==> config.mk <==
export PLATFORM = sky130hd
export DESIGN_NAME = link_controller_flat
export DESIGN_NICKNAME = d
export VERILOG_FILES = /design/src/rtl/link_controller_if.sv /design/src/rtl/link_controller.sv /design/src/flat_wrapper.sv
export SDC_FILE = /design/constraint.sdc
export NUM_CORES = 1
export LEC_CHECK = 0
export ABC_AREA = 1
export BUFFER_PORTS_ARGS = -buffer_cell sky130_fd_sc_hd__buf_2
export CORE_MARGIN = 4
export CORE_UTILIZATION = 40
export CTS_CLUSTER_DIAMETER = 150
export DETAILED_ROUTE_END_ITERATION = 8
export PLACE_DENSITY_LB_ADDON = 0.08
export SLEW_MARGIN = 15
export SYNTH_ARGS = -nofsm -noshare
export SYNTH_HDL_FRONTEND = slang
export SYNTH_SLANG_ARGS = --single-unit
==> constraint.sdc <==
create_clock -name clock -period 2.8 [get_ports clock]
set_input_delay 0.14 -clock clock [delete_from_list [all_inputs] [get_ports clock]]
set_output_delay 0.14 -clock clock [all_outputs]
set_load 0.01 [all_outputs]
==> src/rtl/link_controller_if.sv <==
// Bundle of requester, transceiver and receive-consumer signals around the link controller.
// The controller takes the slave view; the surrounding logic takes the master view.
interface link_controller_if #(
    parameter int PACKET_SIZE = 8
);
    logic                   req0_valid;
    logic [PACKET_SIZE-1:0] req0_data;
    logic                   req0_ready;
    logic                   req1_valid;
    logic [PACKET_SIZE-1:0] req1_data;
    logic                   req1_ready;
    logic                   tx_enable;
    logic [PACKET_SIZE-1:0] tx_data;
    logic                   irq_tx;
    logic                   irq_rx;
    logic [PACKET_SIZE-1:0] rx_packet;
    logic                   rx_valid;
    logic [PACKET_SIZE-1:0] rx_data;
    logic                   rx_ready;
    logic                   tx_grant;
    logic                   tx_timeout;
    logic                   rx_overflow;
    logic                   clear_overflow;
    logic                   busy;

    modport slave (
        input  req0_valid, req0_data, req1_valid, req1_data,
        input  irq_tx, irq_rx, rx_packet, rx_ready, clear_overflow,
        output req0_ready, req1_ready, tx_enable, tx_data,
        output rx_valid, rx_data, tx_grant, tx_timeout, rx_overflow, busy
    );

    modport master (
        output req0_valid, req0_data, req1_valid, req1_data,
        output irq_tx, irq_rx, rx_packet, rx_ready, clear_overflow,
        input  req0_ready, req1_ready, tx_enable, tx_data,
        input  rx_valid, rx_data, tx_grant, tx_timeout, rx_overflow, busy
    );
endinterface

==> src/rtl/link_controller.sv <==
// Link controller: round-robin arbitration of two transmit requesters, send/wait/gap
// sequencing of the transceiver, and a 2-entry show-ahead receive FIFO.
module link_controller #(
    parameter int GAP_CYCLES     = 16,
    parameter int TIMEOUT_CYCLES = 4096,
    parameter int PACKET_SIZE    = 8
) (
    input logic              clock,
    input logic              reset,
    link_controller_if.slave bus
);
    localparam int GAP_EFF = (GAP_CYCLES < 1) ? 1 : GAP_CYCLES;
    localparam int TMR_W   = $clog2(TIMEOUT_CYCLES + 1);
    localparam int GAP_W   = (GAP_EFF < 2) ? 1 : $clog2(GAP_EFF);
    localparam logic [TMR_W-1:0] TMR_LAST = TMR_W'(TIMEOUT_CYCLES - 1);
    localparam logic [GAP_W-1:0] GAP_LAST = GAP_W'(GAP_EFF - 1);

    typedef enum logic [1:0] {
        S_IDLE = 2'd0,
        S_SEND = 2'd1,
        S_WAIT = 2'd2,
        S_GAP  = 2'd3
    } state_t;

    state_t                 r_state, w_state_next;
    logic [TMR_W-1:0]       r_timer, w_timer_next, w_timer_inc;
    logic [GAP_W-1:0]       r_gap, w_gap_next;
    logic                   r_tx_timeout, w_tx_timeout_next;
    logic [PACKET_SIZE-1:0] r_tx_data;
    logic                   r_tx_grant;
    logic                   w_sel, w_req_any, w_handshake;

    // Arbiter: on a tie the requester that did not win last time goes next.
    always_comb begin
        w_sel = 1'b0;
        if (bus.req0_valid && bus.req1_valid) begin
            w_sel = ~r_tx_grant;
        end else if (bus.req0_valid) begin
            w_sel = 1'b0;
        end else begin
            w_sel = 1'b1;
        end
    end

    assign w_req_any      = bus.req0_valid | bus.req1_valid;
    assign w_handshake    = (r_state == S_IDLE) && w_req_any;
    assign bus.req0_ready = (r_state == S_IDLE) && bus.req0_valid && !w_sel;
    assign bus.req1_ready = (r_state == S_IDLE) && bus.req1_valid && w_sel;
    assign w_timer_inc    = r_timer + TMR_W'(1);

    // TX next-state logic; irq_tx is only looked at while waiting.
    always_comb begin
        w_state_next      = r_state;
        w_timer_next      = r_timer;
        w_gap_next        = r_gap;
        w_tx_timeout_next = 1'b0;
        case (r_state)
            S_IDLE: begin
                if (w_handshake) begin
                    w_state_next = S_SEND;
                end else begin
                    w_state_next = S_IDLE;
                end
            end
            S_SEND: begin
                w_timer_next = '0;
                w_state_next = S_WAIT;
            end
            S_WAIT: begin
                if (bus.irq_tx) begin
                    w_state_next = S_GAP;
                    w_gap_next   = '0;
                end else if (w_timer_inc == TMR_LAST) begin
                    w_state_next      = S_GAP;
                    w_gap_next        = '0;
                    w_tx_timeout_next = 1'b1;
                end else begin
                    w_timer_next = w_timer_inc;
                end
            end
            S_GAP: begin
                if (r_gap == GAP_LAST) begin
                    w_state_next = S_IDLE;
                end else begin
                    w_gap_next = r_gap + GAP_W'(1);
                end
            end
            default: begin
                w_state_next = S_IDLE;
            end
        endcase
    end

    // TX state, timers and the latched packet/grant.
    always_ff @(posedge clock) begin
        if (reset) begin
            r_state      <= S_IDLE;
            r_timer      <= '0;
            r_gap        <= '0;
            r_tx_timeout <= 1'b0;
            r_tx_data    <= '0;
            r_tx_grant   <= 1'b1;
        end else begin
            r_state      <= w_state_next;
            r_timer      <= w_timer_next;
            r_gap        <= w_gap_next;
            r_tx_timeout <= w_tx_timeout_next;
            if (w_handshake) begin
                r_tx_data  <= w_sel ? bus.req1_data : bus.req0_data;
                r_tx_grant <= w_sel;
            end
        end
    end

    assign bus.tx_enable  = (r_state == S_SEND);
    assign bus.busy       = (r_state != S_IDLE);
    assign bus.tx_timeout = r_tx_timeout;
    assign bus.tx_data    = r_tx_data;
    assign bus.tx_grant   = r_tx_grant;

    logic [PACKET_SIZE-1:0] r_mem [2];
    logic                   r_rd_ptr, r_wr_ptr, r_overflow;
    logic [1:0]             r_count;
    logic                   w_pop, w_full, w_push, w_drop;

    // A full FIFO still accepts a push when the head leaves in the same cycle.
    assign w_pop  = (r_count != 2'd0) && bus.rx_ready;
    assign w_full = (r_count == 2'd2);
    assign w_push = bus.irq_rx && (!w_full || w_pop);
    assign w_drop = bus.irq_rx && w_full && !w_pop;

    // Receive FIFO storage, pointers, occupancy and sticky overflow flag.
    always_ff @(posedge clock) begin
        if (reset) begin
            for (int i = 0; i < 2; i++) begin
                r_mem[i] <= '0;
            end
            r_rd_ptr   <= 1'b0;
            r_wr_ptr   <= 1'b0;
            r_count    <= 2'd0;
            r_overflow <= 1'b0;
        end else begin
            if (w_push) begin
                r_mem[r_wr_ptr] <= bus.rx_packet;
                r_wr_ptr        <= ~r_wr_ptr;
            end
            if (w_pop) begin
                r_rd_ptr <= ~r_rd_ptr;
            end
            case ({w_push, w_pop})
                2'b10:   r_count <= r_count + 2'd1;
                2'b01:   r_count <= r_count - 2'd1;
                default: r_count <= r_count;
            endcase
            if (w_drop) begin
                r_overflow <= 1'b1;
            end else if (bus.clear_overflow) begin
                r_overflow <= 1'b0;
            end
        end
    end

    assign bus.rx_valid    = (r_count != 2'd0);
    assign bus.rx_data     = r_mem[r_rd_ptr];
    assign bus.rx_overflow = r_overflow;
endmodule

==> src/flat_wrapper.sv <==
// flat-port wrapper written by rule: the top's interface ports become plain ports
module link_controller_flat 
#(
    parameter int GAP_CYCLES     = 16,
    parameter int TIMEOUT_CYCLES = 4096,
    parameter int PACKET_SIZE    = 8
)
  (clock, reset, bus_req0_valid, bus_req0_data, bus_req1_valid, bus_req1_data, bus_irq_tx, bus_irq_rx, bus_rx_packet, bus_rx_ready, bus_clear_overflow, bus_req0_ready, bus_req1_ready, bus_tx_enable, bus_tx_data, bus_rx_valid, bus_rx_data, bus_tx_grant, bus_tx_timeout, bus_rx_overflow, bus_busy);
  link_controller_if #(.PACKET_SIZE(PACKET_SIZE)) bus_i ();
  input logic clock;
  input logic reset;
  input wire logic [$bits(bus_i.req0_valid)-1:0] bus_req0_valid;
  input wire logic [$bits(bus_i.req0_data)-1:0] bus_req0_data;
  input wire logic [$bits(bus_i.req1_valid)-1:0] bus_req1_valid;
  input wire logic [$bits(bus_i.req1_data)-1:0] bus_req1_data;
  input wire logic [$bits(bus_i.irq_tx)-1:0] bus_irq_tx;
  input wire logic [$bits(bus_i.irq_rx)-1:0] bus_irq_rx;
  input wire logic [$bits(bus_i.rx_packet)-1:0] bus_rx_packet;
  input wire logic [$bits(bus_i.rx_ready)-1:0] bus_rx_ready;
  input wire logic [$bits(bus_i.clear_overflow)-1:0] bus_clear_overflow;
  output wire logic [$bits(bus_i.req0_ready)-1:0] bus_req0_ready;
  output wire logic [$bits(bus_i.req1_ready)-1:0] bus_req1_ready;
  output wire logic [$bits(bus_i.tx_enable)-1:0] bus_tx_enable;
  output wire logic [$bits(bus_i.tx_data)-1:0] bus_tx_data;
  output wire logic [$bits(bus_i.rx_valid)-1:0] bus_rx_valid;
  output wire logic [$bits(bus_i.rx_data)-1:0] bus_rx_data;
  output wire logic [$bits(bus_i.tx_grant)-1:0] bus_tx_grant;
  output wire logic [$bits(bus_i.tx_timeout)-1:0] bus_tx_timeout;
  output wire logic [$bits(bus_i.rx_overflow)-1:0] bus_rx_overflow;
  output wire logic [$bits(bus_i.busy)-1:0] bus_busy;
  assign bus_i.req0_valid = bus_req0_valid;
  assign bus_i.req0_data = bus_req0_data;
  assign bus_i.req1_valid = bus_req1_valid;
  assign bus_i.req1_data = bus_req1_data;
  assign bus_i.irq_tx = bus_irq_tx;
  assign bus_i.irq_rx = bus_irq_rx;
  assign bus_i.rx_packet = bus_rx_packet;
  assign bus_i.rx_ready = bus_rx_ready;
  assign bus_i.clear_overflow = bus_clear_overflow;
  assign bus_req0_ready = bus_i.req0_ready;
  assign bus_req1_ready = bus_i.req1_ready;
  assign bus_tx_enable = bus_i.tx_enable;
  assign bus_tx_data = bus_i.tx_data;
  assign bus_rx_valid = bus_i.rx_valid;
  assign bus_rx_data = bus_i.rx_data;
  assign bus_tx_grant = bus_i.tx_grant;
  assign bus_tx_timeout = bus_i.tx_timeout;
  assign bus_rx_overflow = bus_i.rx_overflow;
  assign bus_busy = bus_i.busy;
  link_controller #(.GAP_CYCLES(GAP_CYCLES), .TIMEOUT_CYCLES(TIMEOUT_CYCLES), .PACKET_SIZE(PACKET_SIZE)) u_core (.clock(clock), .reset(reset), .bus(bus_i));
endmodule
## After elaboration in Yosys (flattened, before gate mapping)

Memories as Yosys holds them, arrays and structs flattened. A register that Yosys moved wholly into a read port is not among the register bits.
Cells that the tools add are included.

| storage, ports and cells | value |
|---|---|
| flip-flop bits (word level) | 34 |
| latch bits | 0 |
| memory bits (writable) | 16 |
| bits in read-only memories | 0 |
| input bits | 32 |
| word-level logic and storage cells | 88 |
| memories kept | 1 |

Memory list:

| memory | depth | width | read ports | clocked after memory_dff | wr ports | RTL line | text |
|---|---|---|---|---|---|---|---|
| u_core.r_mem | 2 | 8 | 1 | 1 | 2 | link_controller.sv:121 | `logic [PACKET_SIZE-1:0] r_mem [2];` |

| operators by class | value |
|---|---|
| add/sub/neg operators | 4 |
| multiply operators | 0 |
| divide/modulo/power cells | 0 |
| magnitude comparators | 0 |
| equal/unequal tests | 13 |
| shift operators | 0 |
| muxes and demuxes | 29 |
| bitwise gates (word level) | 5 |
| reductions and logical operators | 26 |

Operators with widths:

| operator | number |
|---|---|
| 13-bit two-way mux | 2 |
| 13-bit one-hot mux with 2 select lines | 1 |
| 8-bit two-way mux | 2 |
| 1-bit two-way mux | 15 |
| 13-bit by 1-bit adder with 13-bit output (second input constant) | 1 |
| 13-bit by 12-bit == test with 1-bit output (second input constant) | 1 |
| 4-bit two-way mux | 3 |
| 2-bit nonzero test | 6 |
| 1-bit logical AND | 10 |
| 2-bit == test (second input constant) | 4 |
| 2-bit one-hot mux with 4 select lines | 1 |
| 4-bit one-hot mux with 2 select lines | 1 |
| 8-bit OR reduction | 1 |
| 2-bit two-way mux | 3 |
| 2-bit != test (second input constant) | 3 |
| 3-bit AND reduction | 2 |
| 4-bit by 1-bit adder with 4-bit output (second input constant) | 1 |
| 2-bit by 1-bit == test with 1-bit output (second input constant) | 2 |
| 4-bit == test (second input constant) | 1 |
| 1-bit NOT | 4 |
| 2-bit one-hot mux with 2 select lines | 1 |
| 1-bit logical NOT | 3 |
| 3-bit by 2-bit != test with 1-bit output (second input constant) | 1 |
| 3-bit OR reduction | 1 |
| other kinds (7) | 7 |

## Longest topological paths before layout

Gate-level depths: netlist of the first run.

| logic depth | value |
|---|---|
| word-level depth | 9 |
| depth in mapped cells | 15 |
| gate-level depth less buffers | 14 |

## Worst setup path before layout of the first run

Ideal clock, no wire load.

| path | value |
|---|---|
| kind | flip-flop to flip-flop |
| start point | register u_core.r_timer[1] |
| end point | register u_core.r_timer[0] |
| data arrival time | 1.629 ns |
| slack | 1.057 ns |
| stages on the path, launching flop included | 14 |
| path buffers | 1 |
| period minus slack after synthesis | 1.743 ns |
| cell sequence | dfxtp_1 ha_1 nand3_1 nor2_2 nand2_1 nand2_1 nand3_1 nor2_2 nand3_4 nand2_4 buf_6 nand2_1 nand2_1 nor2_1 |

| on the way | value |
|---|---|
| cells in the longest elaborated chain, start to end | 4 |

Ends and longest elaborated chain:

| item | RTL line | text |
|---|---|---|
| from (decl) | link_controller.sv:26 | `logic [TMR_W-1:0] r_timer, w_timer_next, w_timer_inc;` |
| from (signal assigned) | link_controller.sv:105 | `r_timer <= w_timer_next;` |
| 13-bit by 1-bit adder with 13-bit output | link_controller.sv:49 | `assign w_timer_inc = r_timer + TMR_W'(1);` |
| 13-bit by 12-bit == test with 1-bit output | link_controller.sv:73 | `end else if (w_timer_inc == TMR_LAST) begin` |
| 2-bit != test (no source line) | - |  |
| 3-bit AND reduction (no source line) | - |  |

No other way between the ends.
A chain may end at the register's enable or synchronous reset.

## Worst setup path in the final report of the first run

| path | value |
|---|---|
| start point | register u_core.r_timer[1] |
| end point | register u_core.r_timer[7] |

| on the way | value |
|---|---|
| cells in the longest elaborated chain, start to end | 4 |
| elaborated cells between the ends (all ways) | 7 |

Ends and longest elaborated chain:

| item | RTL line |
|---|---|
| 13-bit by 1-bit adder with 13-bit output * | link_controller.sv:49 |
| 13-bit by 12-bit == test with 1-bit output / 13-bit two-way mux (equally long branches) | link_controller.sv:73 |
| 2-bit != test (no source line) / 13-bit two-way mux (equally long branches) | - |
| 3-bit AND reduction (no source line) / 13-bit one-hot mux with 2 select lines (equally long branches) | - |

Every way passes the cells marked *; elsewhere a longest branch is shown, timed or not. The select of a mux whose other input is x is not followed.

==> flow_summary.yaml, run 1 <==
job:
  drv_cap: 0
timing:
  setup_viol_count_final: 0
  worst_slew_pin_slew_ns: 0.9611
  fin_crit_ns: 2.191
  rsz0062_at_grt: "false"
  hold_viol: 0
  skew_ns: 0.007971
  max_freq_ghz: 0.4564
  finalCritPeriodShare: 0.7826
  report.final.slew_viol_count: 0
  slew_headroom: 0.3569
  fin_setup_tns_ns: 0
setup_path:
  crit_family: "simple AND/OR/NAND/NOR gates"
  r2r_slack_ns: 0.61
  crit_type: "flip-flop to flip-flop"
  cp_max_fo: 26
  path_common_cell: "nand3_1"
  slowest_delay_ns: 0.42
  worst-path-buf-inv: 0
  slowest_stage: "dfxtp_1"
  cp-start-kind: "flip-flop"
  startpoint: "u_core.r_timer[1]$_SDFFE_PP0P_"
  end_kind: "flip-flop"
  timing.critical_path.arrival_ns: 2.42
  crit_required_ns: 3.03
  regToRegStartpoint: "u_core.r_timer[1]$_SDFFE_PP0P_"
  path_cells: "ha_1, nand3_1, nor2_2, nand2_1, nand2_1, nand3_1, nor2_2, nand3_4, nand2_4, nand3_1, a21oi_1"
logic_synthesis:
  synth_cell_types: 29
  synth_area_um2: 2673
  yosysSeqAreaShare: 0.4419
  synth-seq-cells: 51
  syn-num-nets: 388
  yosys_warnings: 0
  avgSynthCellArea_um2: 7.680
  syn_inst: 348
floorplanning:
  die_area_um2: 8053
  die_y_um: 89.74
  ios: 56
  die_w_um: 89.74
  row_count: 29
  core-area_um2: 6422
  start_util: 0.4161
finish:
  antenna_cells: 0
  final_area_um2: 3098
  multi_input_area_um2: 1282
  drive_above_1_share: 0.2178
  layout.area.seq_um2: 1181
  final_core_util: 0.4824
  synthToLayoutAreaGrowth_pct: 15.92
  fill_cells: 655
  final_nets: 443
clock_network:
  cts_tree: "done"
  cts_buffer_depth: 2
  htreeDepth: 2
  numCtsBuffers: 5
  postCtsSetupBuffers: 0
  root_buffer: "clkbuf_8"
  numClockSinks: 51
  cts_hold_buf: 0
  clkLatencyLatePin_ns: 0.30
  path_clk_slew_ns: 0.09
  postCtsResizedCells: 0
power_and_ir_drop:
  p_leak_nw: 1.347
  power.density_nw_per_um2: 663.7
  peakVddDrop_mv: 0.4728
  p_total_mw: 2.056
worst_hold_path:
  min_from: "bus_irq_tx"
  min_path_type: "input port to flip-flop"
placed_design:
  place_area_um2: 3012
  globalplace.congestion: 0.7726
  port_buffers: 55
  dpl.hpwl_mm: 4.153
grt:
  grt_max_degree: 27
  antenna_found_initial: 0
  grt_pass1_vias: 2176
  grt_usage: 0.1424
  grt.overflow.total: 0
  grt_pass1_wl_mm: 9.749
routing:
  wl_per_cell_um: 11.87
  dr.first_iter.drc_count: 173
  wirelength_mm: 5.708
  viasPerCell: 4.894
  drc: 0
  num_vias: 2354
  drt_first_pass_iters: 4
  ant_nets: 0
outcome:
  outcome: "finished, final reports clean"
area by class of cell:
cell class	instances	share of cell area
Clock inverter	3	0.005654
Timing Repair Buffer	59	0.09855
Multi-Input combinational cell	247	0.4140
Sequential cell	51	0.3813
Tap cell	77	0.03110
Clock buffer	5	0.02221
Inverter	39	0.04725
layout by cell type, fill, tap and decap left out, drive strengths merged:
cell / instances
dfxtp: 35
edfxtp: 16
or2: 2
inv: 38
a21oi: 34
o21bai: 1
nand2: 61
nand3b: 6
xor2: 2
clkbuf: 5
o21ai: 17
nand4: 6
clkinv: 4
nand3: 40
nor2: 61
buf: 59
nor4: 1
ha: 8
mux2: 8
cells in the mapped netlist (all sizes together):
library cell	count	area (µm²)
buf	6	43.79
a21oi	34	170.2
dfxtp	35	700.7
nand2	61	241.5
xor2	2	17.52
o21ai	17	85.08
nand4	6	37.54
or2	2	12.51
o21bai	1	7.510
inv	37	138.9
nand3b	6	45.04
nor4	1	6.260
mux2	8	90.09
edfxtp	16	480.5
clkinv	2	7.510
ha	8	100.1
nor2	61	256.5
clkbuf	5	18.77
nand3	40	212.7
registers in the layout, indices dropped and copies added, names as in the netlist, named ones only:
register	flops
u_core.bus.tx_grant	1
u_core.r_gap	4
u_core.r_wr_ptr	1
u_core.r_mem	16
u_core.bus.tx_data	8
u_core.bus.rx_overflow	1
u_core.r_rd_ptr	1
u_core.bus.tx_timeout	1
u_core.r_count	2
u_core.r_state	2
u_core.r_timer	13
cell families (layout without fill, tap and decap cells):
family	Yosys count	count (layout)	synth area share
and+or+nand+nor	177	177	0.3038
AOI/OAI and AO/OA	52	52	0.09831
DFF	51	51	0.4419
buffers and inverters	50	106	0.07818
adders and majority gates	8	8	0.03745
muxes	8	8	0.03371
xor gates and xnor gates	2	2	0.006556
power by group:
group	internal (mW)	switching (mW)	leakage (nW)
Clock	0.175	0.247	0.0460
Sequential	0.878	0.0874	0.453
Combinational	0.265	0.403	0.848
Total	1.32	0.738	1.35
final timing paths:
path,end,cells after the start
max,u_core.r_timer[7]$_SDFFE_PP0P_,11
max reg2reg,u_core.r_timer[7]$_SDFFE_PP0P_,11
min,u_core.bus.tx_timeout$_SDFF_PP0_,2
min reg2reg,flip-flop,1
per-layer routing:
metal / up-vias / global-route usage / wire length, µm
met5: - / 0 / 0
met4: 0 / 0.04087 / 60
met3: 6 / 0.03840 / 391
met2: 77 / 0.2387 / 2654
met1: 1015 / 0.1803 / 2602
li1: 1256 / - / -
per-stage QoR:
stage	hold slack, ns	std cells	setup slack [ns]
floorplan	0.2091	348	1.057
global placement	0.3432	473	0.6478
detailed placement	0.3447	473	0.6408
CTS	0.01210	481	0.6184
global route	0.01191	481	0.2805
finish	0.02429	481	0.6088
Power figures use the tool's default switching activity.
==> run 2: changes to the inputs <==
- clock period: 2.8 -> 2.27 ns (I/O delays scaled with it)
==> flow_summary.yaml, run 2 (synthesis results as in run 1) <==
grt:
  grt_usage: 0.1499
  grt_max_degree: 27
  grt_pass1_vias: 2259
  antenna_found_initial: 0
  grt_pass1_wl_mm: 10.34
  grt.overflow.total: 0
placed_design:
  port_buffers: 55
  dpl.hpwl_mm: 4.226
  globalplace.congestion: 0.8193
  place_ws_ns: 0.2588
worst_hold_path:
  min_path_type: "input port to flip-flop"
  min_path_cells: 2
routing:
  wirelength_met1_mm: 2.765
  wl_per_cell_um: 12.03
  viasPerCell: 4.934
  route.met3.wl_um: 322
  num_vias: 2398
  drc: 0
  dr.first_iter.drc_count: 139
  ant_nets: 0
  wirelength_mm: 5.846
  wl_met2_mm: 2.729
  top_layer: "met4"
  drt_first_pass_iters: 4
floorplanning:
  row_count: 29
  ios: 56
  core-area_um2: 6422
  start_util: 0.4161
  die_y_um: 89.74
  die_area_um2: 8053
  die_w_um: 89.74
timing:
  rsz0062_at_grt: "false"
  skew_ns: 0.009945
  slew_headroom: 0.6540
  report.final.slew_viol_count: 0
  max_freq_ghz: 0.5077
  setup_viol_count_final: 0
  fin_crit_ns: 1.970
  finalCritPeriodShare: 0.8677
  worst_slack_ns: 0.3002
  fin_setup_tns_ns: 0
  worst_slew_pin_slew_ns: 0.5155
  hold_viol: 0
setup_path:
  r2r_slack_ns: 0.30
  timing.critical_path.arrival_ns: 2.20
  crit_required_ns: 2.50
  slowest_stage: "dfxtp_1"
  reg2regPathDepth: 11
  slowest_delay_ns: 0.43
  cp-endpoint: "u_core.r_timer[6]$_SDFFE_PP0P_"
  path_cells: "ha_1, nand3_1, nor2_2, nand2_1, nand2_1, nand3_1, nor2_2, nand3_4, nand2_8, nand3_1, a21oi_1"
  r2r-end: "u_core.r_timer[6]$_SDFFE_PP0P_"
  startpoint: "u_core.r_timer[1]$_SDFFE_PP0P_"
  crit_type: "flip-flop to flip-flop"
  cp_max_fo: 26
  end_kind: "flip-flop"
  regToRegStartpoint: "u_core.r_timer[1]$_SDFFE_PP0P_"
  cp-start-kind: "flip-flop"
  path_common_cell: "nand3_1"
power_and_ir_drop:
  p_leak_nw: 1.380
  combPwrFrac: 0.314
  p_clk_frac: 0.242
  power.switching_uw: 927.5
  p_int_mw: 1.756
  peakVddDrop_mv: 0.6323
  sw_frac_of_total: 0.3456
  power.density_nw_per_um2: 845.7
  p_seq_frac: 0.444
clock_network:
  numCtsBuffers: 5
  cts_buffer_depth: 2
  htreeDepth: 2
  numClockSinks: 51
  path_clk_slew_ns: 0.10
  root_buffer: "clkbuf_8"
  cts_tree: "done"
  clkLatencyLatePin_ns: 0.30
finish:
  mostFrequentLayoutCell: "nand2_1"
  layout_common_cells: "nand2_1 (58), buf_2 (55), nor2_1 (54)"
  fill_cells: 625
  regMostFlops: "u_core.r_mem"
  largest_reg_flops: 16
  antenna_cells: 0
  final_nets: 448
  drive_above_1_share: 0.2298
  synthToLayoutAreaGrowth_pct: 18.73
outcome:
  outcome: "finished, final reports clean"
job:
  drv_cap: 0
-- run 2: metrics by stage --
step                hold slack [ns]  std cells  instance area, µm²  utilization  power (mW)
global route               0.003323        486                3173       0.4941       2.913
finish                      0.01034        486                3173       0.4941       2.683
global placement             0.3290        478                3049       0.4748       2.055
detailed placement           0.3284        478                3049       0.4748       2.057
floorplan                    0.1826        348                2673            -       1.786
CTS                        0.001038        486                3164       0.4927       2.715
-- run 2: routing by layer --
layer  vias up  track usage
met5         -            0
met4         0      0.03448
met3         2      0.03172
met2        69       0.2444
met1      1063       0.2046
li1       1264            -
-- run 2: power groups by stage --
stage / clock network (mW) / registers, mW / logic, mW
2_1_floorplan: 0 / 1.21 / 0.579
3_3_place_gp: 0 / 1.21 / 0.845
3_5_place_dp: 0 / 1.21 / 0.844
4_1_cts: 0.675 / 1.19 / 0.848
5_1_grt: 0.717 / 1.22 / 0.980
6_report: 0.650 / 1.19 / 0.842
-- run 2: worst min path at each step --
stage | slack (ns) | startpoint | end
after floorplan | 0.18 | reset | u_core.r_timer[10]$_SDFFE_PP0P_
after global placement | 0.33 | bus_irq_tx | u_core.bus.tx_timeout$_SDFF_PP0_
after detailed placement | 0.33 | bus_irq_tx | u_core.bus.tx_timeout$_SDFF_PP0_
after CTS | 0.001 | bus_irq_tx | u_core.bus.tx_timeout$_SDFF_PP0_
after global routing | 0.003 | bus_irq_tx | u_core.bus.tx_timeout$_SDFF_PP0_
final | 0.01 | bus_irq_tx | u_core.bus.tx_timeout$_SDFF_PP0_
-- run 2: worst max-delay path, delay by kind of cell, from the launching register on --
family | cells | cell delay (ns)
DFF | 1 | 0.43
and+or+nand+nor | 9 | 1.06
adders and majority gates | 1 | 0.26
AOI/OAI and AO/OA | 1 | 0.15
-- run 2: final cells by class --
type	instances	area (µm²)	share of cell area
clock inverter	3	46.29	0.01459
multi-input combinational	247	1291	0.4069
tap	77	96.34	0.03036
timing repair buffer	64	342.8	0.1080
clock buffer	5	68.82	0.02169
sequential	51	1181	0.3722
inverter	39	146.4	0.04614
-- run 2: timing repair --
item,CTS,global route
hold buffers,0,0
buffers inserted,0,0
endpoints found under the setup margin,0,3
resized for setup,0,1
==> run 3: changes to the inputs <==
- ABC_AREA: 1 -> not set
- ABC_CLOCK_PERIOD_IN_PS: not set -> 2270
==> flow_summary.yaml, run 3 <==
power_and_ir_drop:
  peakVddDrop_mv: 0.7948
  power.density_nw_per_um2: 842.7
  p_leak_nw: 1.412
logic_synthesis:
  syn_inst: 276
  ys_top_cells_by_area: "dfxtp_1 (26%), edfxtp_1 (18%), and2_1 (4.2%)"
  ys.flop_type: "dfxtp_1"
  yosys-top-cells-count: "dfxtp_1 (35), nor2_1 (24), and2_1 (18), edfxtp_1 (16), a21oi_1 (15)"
  synth_area_um2: 2651
  synth_most_common_cell: "dfxtp_1"
  synth_cell_types: 50
  yosysSeqAreaShare: 0.4455
  syn-num-nets: 316
  synth.largest_area_cell: "dfxtp_1"
  synth_top_cell_area_share: 0.2643
  yosys_warnings: 0
  synth-seq-cells: 51
  async_flop_share: 0
  avgSynthCellArea_um2: 9.606
  synth_edf_count: 16
clock_network:
  numClockSinks: 51
  cts_tree: "done"
  htreeDepth: 2
  root_buffer: "clkbuf_8"
  numCtsBuffers: 5
  cts_buffer_depth: 2
  cts_hold_buf: 0
  path_clk_slew_ns: 0.10
  clkLatencyLatePin_ns: 0.31
timing:
  finalCritPeriodShare: 0.9524
  fin_crit_ns: 2.162
  worst_slew_pin_slew_ns: 0.5426
  worst_slack_ns: 0.1082
  skew_ns: 0.003321
  holdWs_ns: 0.05294
  max_freq_ghz: 0.4626
  setup_viol_count_final: 0
  hold_viol: 0
  report.final.slew_viol_count: 0
  slew_headroom: 0.6366
  fin_setup_tns_ns: 0
grt:
  grt_pass1_vias: 2060
  grt_usage: 0.1484
  antenna_found_initial: 0
  grt_pass1_wl_mm: 9.294
  grt_max_degree: 44
  grt.overflow.total: 0
worst_hold_path:
  min_path_cells: 3
  min_to: "u_core.bus.rx_overflow$_SDFFE_PP0P_"
  min_from: "bus_clear_overflow"
  min_path_type: "input port to flip-flop"
floorplanning:
  core-area_um2: 6386
  die_y_um: 89.42
  row_count: 29
  die_area_um2: 7995
  start_util: 0.4152
  ios: 56
  die_w_um: 89.42
placed_design:
  port_buffers: 55
  place_ws_ns: 0.03236
  dpl.hpwl_mm: 4.314
  globalplace.congestion: 0.8721
routing:
  dr.first_iter.drc_count: 72
  num_vias: 2233
  wirelength_mm: 5.887
  wl_per_cell_um: 13.69
  drc: 0
  ant_nets: 0
  drt_first_pass_iters: 4
  viasPerCell: 5.193
finish:
  mostFrequentLayoutCell: "buf_2"
  drive_above_1_share: 0.3428
  regMostFlops: "u_core.r_mem"
  final_nets: 392
  largest_reg_flops: 16
  fill_cells: 598
  antenna_cells: 0
  synthToLayoutAreaGrowth_pct: 25.25
  layout_common_cells: "buf_2 (55), dfxtp_1 (28), buf_4 (27)"
job:
  drv_cap: 0
setup_path:
  crit_required_ns: 2.52
  regToRegStartpoint: "u_core.r_timer[8]$_SDFFE_PP0P_"
  crit_type: "flip-flop to flip-flop"
  timing.critical_path.arrival_ns: 2.41
  reg2regPathDepth: 7
  r2r_slack_ns: 0.11
  cp-start-kind: "flip-flop"
  end_kind: "flip-flop"
  r2r-end: "u_core.r_timer[1]$_SDFFE_PP0P_"
  cp_max_fo: 12
outcome:
  outcome: "finished, final reports clean"
[run 3: changes by cell type after synthesis, sizes merged, moves of 18 or more]
| cell | before | now |
|---|---|---|
| nand3 | 40 | 14 |
| inv | 37 | 8 |
| nand2 | 61 | 11 |
| nor2 | 61 | 24 |
| and2 | 0 | 18 |
| a21oi | 34 | 15 |
[run 3: cell type report]
| cell class | instances | area, µm² | share of cell area |
|---|---|---|---|
| Inverter | 8 | 30.03 | 0.009043 |
| Clock inverter | 3 | 28.78 | 0.008666 |
| Multi-Input combinational cell | 204 | 1424 | 0.4288 |
| Sequential cell | 51 | 1195 | 0.3598 |
| Tap cell | 77 | 96.34 | 0.02901 |
| Timing Repair Buffer | 82 | 478.0 | 0.1439 |
| Clock buffer | 5 | 68.82 | 0.02072 |
[run 3: critical path, cell delays in order, from the launching register on]
cell and delay, ns:
dfxtp_4 0.39, nand4_1 0.17, or4_4 0.47, a22oi_2 0.26, a41oi_2 0.21, buf_4 0.22, mux2_1 0.31, nor2_1 0.08
[run 3: logic make-up (layout without fill, tap and decap cells)]
logic type,after synthesis,after routing,synth area share
AND/OR/NAND/NOR,114,114,0.2497
adder cells (fa/ha/maj),8,8,0.03776
flip-flops,51,51,0.4455
multiplexers,17,17,0.06843
XOR/XNOR,7,7,0.02312
buffers and inverters,21,98,0.02973
AO/OA/AOI/OAI,58,58,0.1458
[run 3: where the power goes]
part / total, mW / switching (mW) / internal (mW)
registers: 1.20 / 0.106 / 1.10
logic: 1.03 / 0.565 / 0.467
clock network: 0.564 / 0.335 / 0.229
[run 3: per-layer routing]
layer	vias to the layer above	global-route usage	routed length [µm]
met5	-	0	0
met4	0	0.04465	69
met3	10	0.02857	225
met2	39	0.2472	2806
met1	1018	0.1946	2786
li1	1166	-	-
[run 3: timing repair]
action                     4_1_cts  5_1_grt
hold endpoints to repair         0        0
setup buffers                    0        2
setup endpoints to repair        0       15
gates resized for setup          0       15
[run 3: how the worst max path moves through the flow]
stage	cells after the start	endpoint	from	slack, ns
floorplan	6	u_core.r_gap[3]$_SDFFE_PP0P_	u_core.r_timer[2]$_SDFFE_PP0P_	0.08
global placement	8	u_core.r_timer[1]$_SDFFE_PP0P_	u_core.r_timer[5]$_SDFFE_PP0P_	0.05
detailed placement	7	u_core.r_gap[3]$_SDFFE_PP0P_	u_core.r_timer[1]$_SDFFE_PP0P_	0.03
CTS	8	u_core.r_timer[1]$_SDFFE_PP0P_	u_core.r_timer[1]$_SDFFE_PP0P_	0.003
global route	6	u_core.r_timer[0]$_SDFFE_PP0P_	u_core.r_timer[7]$_SDFFE_PP0P_	-0.03
finish	7	u_core.r_timer[1]$_SDFFE_PP0P_	u_core.r_timer[8]$_SDFFE_PP0P_	0.11
[run 3: through the flow]
step	util	cell area, µm²	total power [mW]	std cells
floorplan	-	2651	1.884	276
global placement	0.4951	3162	2.258	420
detailed placement	0.4951	3162	2.268	420
CTS	0.5104	3259	2.840	428
global route	0.5200	3321	2.995	430
finish	0.5200	3321	2.798	430
